## config.mk

```make
export PLATFORM = sky130hd
export DESIGN_NAME = md_exception_ctrl
export DESIGN_NICKNAME = d
export VERILOG_FILES = /design/src/rtl/md_pkg.sv /design/src/rtl/md_watchdog.sv /design/src/rtl/md_exception_ctrl.sv
export SDC_FILE = /design/constraint.sdc
export NUM_CORES = 1
export LEC_CHECK = 0
export CAP_MARGIN = 5
export CORE_UTILIZATION = 30
export DETAILED_ROUTE_END_ITERATION = 7
export GPL_ROUTABILITY_DRIVEN = 0
export PLACE_DENSITY = 0.72
export SYNTH_ARGS = -nofsm -noshare
export SYNTH_HDL_FRONTEND = slang
export SYNTH_SLANG_ARGS = --single-unit
```

## constraint.sdc

```tcl
create_clock -name clock -period 1.89 [get_ports clock]
set_input_delay 0.378 -clock clock [delete_from_list [all_inputs] [get_ports clock]]
set_output_delay 0.378 -clock clock [all_outputs]
set_load 0.02 [all_outputs]
```

## src/rtl/md_pkg.sv

```systemverilog
// Shared constants and state/op encodings for the multiply/divide exception
// sequencer in the execute stage.
package md_pkg;

  localparam logic [4:0] RTYPE_OP  = 5'b00000;
  localparam logic [4:0] ALUOP_MUL = 5'b00110;
  localparam logic [4:0] ALUOP_DIV = 5'b00111;

  localparam int EXC_NONE    = 0;
  localparam int EXC_MUL     = 4;
  localparam int EXC_DIV     = 5;
  localparam int EXC_TIMEOUT = 6;

  typedef enum logic [1:0] {
    IDLE = 2'd0,
    BUSY = 2'd1,
    DONE = 2'd2
  } md_state_e;

  typedef enum logic {
    OP_MUL = 1'b0,
    OP_DIV = 1'b1
  } md_op_e;

endpackage

```

## src/rtl/md_watchdog.sv

```systemverilog
// Busy-cycle counter: clears to zero, counts while enabled and saturates at
// TIMEOUT-1, which is reported as the terminal-count flag.
module md_watchdog #(
  parameter int TIMEOUT = 40
) (
  input  logic clock,
  input  logic reset,
  input  logic clear,
  input  logic enable,
  output logic terminal
);

  localparam int CNT_W = (TIMEOUT > 1) ? $clog2(TIMEOUT) : 1;

  logic [CNT_W-1:0] count_reg;

  assign terminal = (count_reg == CNT_W'(TIMEOUT - 1));

  // Holding at terminal count keeps the counter from ever wrapping.
  always_ff @(posedge clock or posedge reset) begin
    if (reset) begin
      count_reg <= '0;
    end else if (clear) begin
      count_reg <= '0;
    end else if (enable && !terminal) begin
      count_reg <= count_reg + 1'b1;
    end
  end

endmodule

```

## src/rtl/md_exception_ctrl.sv

```systemverilog
// Execute-stage MUL/DIV sequencer: launches the shared unit, stalls until a
// result or timeout, then emits a one-cycle result/exception beat.
module md_exception_ctrl
  import md_pkg::*;
#(
  parameter int         INSTR_W  = 32,
  parameter int         DATA_W   = 32,
  parameter int         CODE_W   = 3,
  parameter logic [4:0] MUL_OP   = ALUOP_MUL,
  parameter logic [4:0] DIV_OP   = ALUOP_DIV,
  parameter int         MUL_CODE = EXC_MUL,
  parameter int         DIV_CODE = EXC_DIV,
  parameter int         TO_CODE  = EXC_TIMEOUT,
  parameter int         TIMEOUT  = 40
) (
  input  logic               clock,
  input  logic               reset,
  input  logic [INSTR_W-1:0] instr,
  input  logic               issue,
  input  logic               flush,
  input  logic               md_ready,
  input  logic               md_exception,
  input  logic [DATA_W-1:0]  md_result,
  output logic               start_mul,
  output logic               start_div,
  output logic               stall,
  output logic               busy,
  output logic [DATA_W-1:0]  result,
  output logic [4:0]         rd,
  output logic               result_valid,
  output logic [CODE_W-1:0]  exception,
  output logic               exc_valid
);

  md_state_e         state_reg, state_next;
  md_op_e            op_reg;
  logic [4:0]        rd_pend_reg;
  logic [4:0]        rd_reg;
  logic [DATA_W-1:0] result_reg;
  logic [CODE_W-1:0] exc_reg;

  logic is_rtype, is_mul, is_div, launch;
  logic wd_clear, wd_enable, wd_tc;
  logic unused_instr;

  assign is_rtype     = (instr[31:27] == RTYPE_OP);
  assign is_mul       = is_rtype && (instr[6:2] == MUL_OP);
  assign is_div       = is_rtype && (instr[6:2] == DIV_OP);
  assign unused_instr = &{1'b0, instr[21:7], instr[1:0]};

  // Launch is combinational so the unit starts in the issue cycle itself.
  assign launch = (state_reg == IDLE) && issue && (is_mul || is_div) && !flush && !reset;

  // Counter is zero on BUSY entry and is cleared whenever BUSY is left.
  assign wd_clear  = (state_reg != BUSY) || (state_next != BUSY);
  assign wd_enable = (state_reg == BUSY);

  md_watchdog #(
    .TIMEOUT(TIMEOUT)
  ) u_watchdog (
    .clock   (clock),
    .reset   (reset),
    .clear   (wd_clear),
    .enable  (wd_enable),
    .terminal(wd_tc)
  );

  always_ff @(posedge clock or posedge reset) begin
    if (reset) begin
      state_reg <= IDLE;
    end else begin
      state_reg <= state_next;
    end
  end

  always_comb begin
    state_next = state_reg;
    case (state_reg)
      IDLE: if (launch) state_next = BUSY;
      BUSY: begin
        if (flush)                  state_next = IDLE;
        else if (md_ready || wd_tc) state_next = DONE;
      end
      DONE:    state_next = IDLE;
      default: state_next = IDLE;
    endcase
  end

  always_comb begin
    start_mul    = launch && is_mul;
    start_div    = launch && is_div;
    stall        = launch || (state_reg == BUSY);
    busy         = (state_reg == BUSY);
    result_valid = (state_reg == DONE) && !flush;
    exc_valid    = (state_reg == DONE) && !flush && (exc_reg != '0);
  end

  // rd is staged at launch and only published on completion.
  always_ff @(posedge clock or posedge reset) begin
    if (reset) begin
      op_reg      <= OP_MUL;
      rd_pend_reg <= '0;
      rd_reg      <= '0;
      result_reg  <= '0;
      exc_reg     <= '0;
    end else begin
      if (launch) begin
        op_reg      <= is_div ? OP_DIV : OP_MUL;
        rd_pend_reg <= instr[26:22];
      end
      if (state_reg == BUSY && !flush) begin
        if (md_ready) begin
          result_reg <= md_result;
          rd_reg     <= rd_pend_reg;
          if (!md_exception)        exc_reg <= CODE_W'(EXC_NONE);
          else if (op_reg == OP_DIV) exc_reg <= CODE_W'(DIV_CODE);
          else                      exc_reg <= CODE_W'(MUL_CODE);
        end else if (wd_tc) begin
          result_reg <= '0;
          rd_reg     <= rd_pend_reg;
          exc_reg    <= CODE_W'(TO_CODE);
        end
      end
    end
  end

  assign result    = result_reg;
  assign rd        = rd_reg;
  assign exception = exc_reg;

endmodule

```

==> out/results.txt <==
Final hold vios - 0
Slew Limit Fails - 0
Top cell type's share of synthesized area - 65.1%
Final Cycle Share - 98.3%
Worst clock skew - 0.00678 ns
Fmax - 538 MHz
Total grt overflow - 0
Switch share - 20.3%
WHS - 0.405 ns
Synth Warn # - 0
R2R Path Start - state_reg[1]
Pin count of the biggest net entering global routing - 55
Critical Path Start Type - register
RSZ-0062 raised after global routing - true
Area growth, synth to finish - 65.5%
CTS clk-pin slew, worst paths - 0.10 ns
Grt met2 use - 22.7%
Area leader, netlist - dfrtp_1
Site row count - 29
Dpl ws - -0.732 ns
Initial antenna violation count - 0
Vias in the first global route - 1620
Worst-margin pin slew - 0.380 ns
Die X - 85.2 um
PortBufs - 98
Final core occ - 52.6%
Comb power frac - 7.8%
DIE HEIGHT - 85.2 um
Clock network fraction of total power - 36.5%
NetSw - 0.000422 W
DRT Pass-1 Iters - 4
DIE AREA - 7260 um^2
Post-Syn Area per Cell - 14.0 um^2
Synth cell types - 28
Internal power - 0.00166 W
Status - completed
Arrival @ worst endpoint - 1.48 ns
Core area - 6530 um^2
Crit path time final - 1.86 ns
DRC Markers - 0
Synth top cells by count - dfrtp_1, a22o_1, mux2_2
Synth async-reset ratio - 100%
CTS max path bufs - 2
P per Cell Area - 606 nW/um^2
Routed WL - 5090 um
Met1 Resource Use GR - 19.8%
Final worst setup slack - 0.0326 ns
Mapped Cells - 148
R2R cell count - 6
Critical Path RT - 1.51 ns
# IOs - 116
Syn_nets - 219
Global-route wire length before repair - 8220 um
CTS tree - yes
Max reg flops - 32
Main synth FF type - dfrtp_1
# H-tree levels - 2
Mapped cell area - 2080 um^2
CTS Buf Count - 5
Total power - 0.00208 W
Worst skew pair latency - 0.30 ns
Clock sink total - 54
Via density - 4.85
Worst Path Max Fanout - 4
Worst hold path class - in2async
Initial DRC Count - 52
Pleak - 1.60 nW
Setup crit start - state_reg[1]
Max-cap viol count - 0
Via count - 1657
Worst ir drop on vdd - 296 uV
Seq/Total Area, Yosys - 65.1%
Root buffer cell - clkbuf_8
Sequential share of power - 55.6%
Setup crit end kind - output port
Worst reg2reg path endpoint - rd[1]
Synthesized flop and latch total - 54
Count of hold-fix buffers inserted at cts - 0
Max-slew headroom - 74.7%
Top cells by area, synth - dfrtp_1, a22o_1, mux2_2, nor2_1, buf_2
Routed Antenna Nets - 0
Initial Util - 31.8%
All-Layer GR Usage - 14.6%
Setup Crit Path Kind - reg2out
Share of cells above drive strength 1 - 20.0%
Number of synthesized flops with an enable pin - 0
Setup violators final - 0
Antenna diodes - 0
Hpwl dp - 3620 um
Crit path capture - start_mul
Reg2reg setup slack - 0.18 ns
Most used routing layer - met2
Global Route met3 Usage - 5.06%
Most frequent cell after synthesis - dfrtp_1
Routed wire per std cell - 14.9 um
Final nets - 335
critical path: stages (launching register included):
cell and delay, ns:
dfrtp_1 0.43, nor4b_4 0.23, nand4_2 0.15, buf_6 0.16, nor2_4 0.08, buf_6 0.12
routing by layer:
metal | up-vias | wire length, um
met3 | 2 | 460
met2 | 75 | 2280
li1 | 778 | -
met4 | 0 | 15
met1 | 802 | 2330
met5 | - | 0
cells by family after synthesis:
| family | Yosys count | synth area share, % |
|---|---|---|
| fa+ha+maj | 1 | 0.602 |
| buf+inv | 14 | 2.95 |
| xor+xnor | 3 | 1.27 |
| flops | 54 | 65.1 |
| compound gates | 41 | 17.2 |
| simple gates | 24 | 6.93 |
| mux | 11 | 5.96 |
layout make-up:
type                    instances  area [um^2]
multi-input cells              80          748
flip-flops and latches         54         1350
well taps                      77         96.3
repair buffers                116         1100
inverters                       7         26.3
clock inverters                 2         37.5
fillers                       591         3090
clock buffers                   6         72.6
power groups by stage:
stage | combinational [W] | sequential, W | clock, W
final | 0.000163 | 0.00116 | 0.000761
after global routing | 0.000176 | 0.00116 | 0.000837
after detailed placement | 0.000163 | 0.00118 | 0
after floorplan | 0.0000253 | 0.00118 | 0
after global placement | 0.000161 | 0.00118 | 0
after CTS | 0.000166 | 0.00116 | 0.000792
timing repair:
item                       4_1_cts  5_1_grt
resized for setup               49        2
setup endpoints to repair        6        4
setup buffers                    2        0
pin swaps                        4        3
worst min path at each step:
stage	startpoint	to	slack, ns
floorplan	u_watchdog.count_reg[0]	u_watchdog.count_reg[0]	0.43
global placement	u_watchdog.count_reg[0]	u_watchdog.count_reg[0]	0.45
detailed placement	u_watchdog.count_reg[0]	u_watchdog.count_reg[0]	0.45
CTS	reset	rd[0]	0.41
global route	reset	rd[0]	0.42
finish	reset	rd[0]	0.41
placed cells by master (no fill, tap or decap), types with 2 or more instances in the layout:
cell type,count
mux2_2,11
nor4b_4,3
dfrtp_1,54
buf_2,3
inv_1,5
xnor2_1,2
nand2_1,2
clkbuf_8,5
buf_4,16
clkdlybuf4s50_1,81
nand3_1,2
nor2_1,8
a22o_1,32
dlygate4sd2_1,12
buf_6,3
inv_2,2
metrics by stage:
stage                     setup TNS [ns]  area [um^2]  cells
after floorplan                        0         2080    148
after global placement             -7.85         3270    332
after detailed placement           -9.30         3270    332
after CTS                        -0.0435         3440    342
after global routing             -0.0776         3440    342
final                                  0         3440    342
No activity file was read; power rests on OpenSTA's default activity.
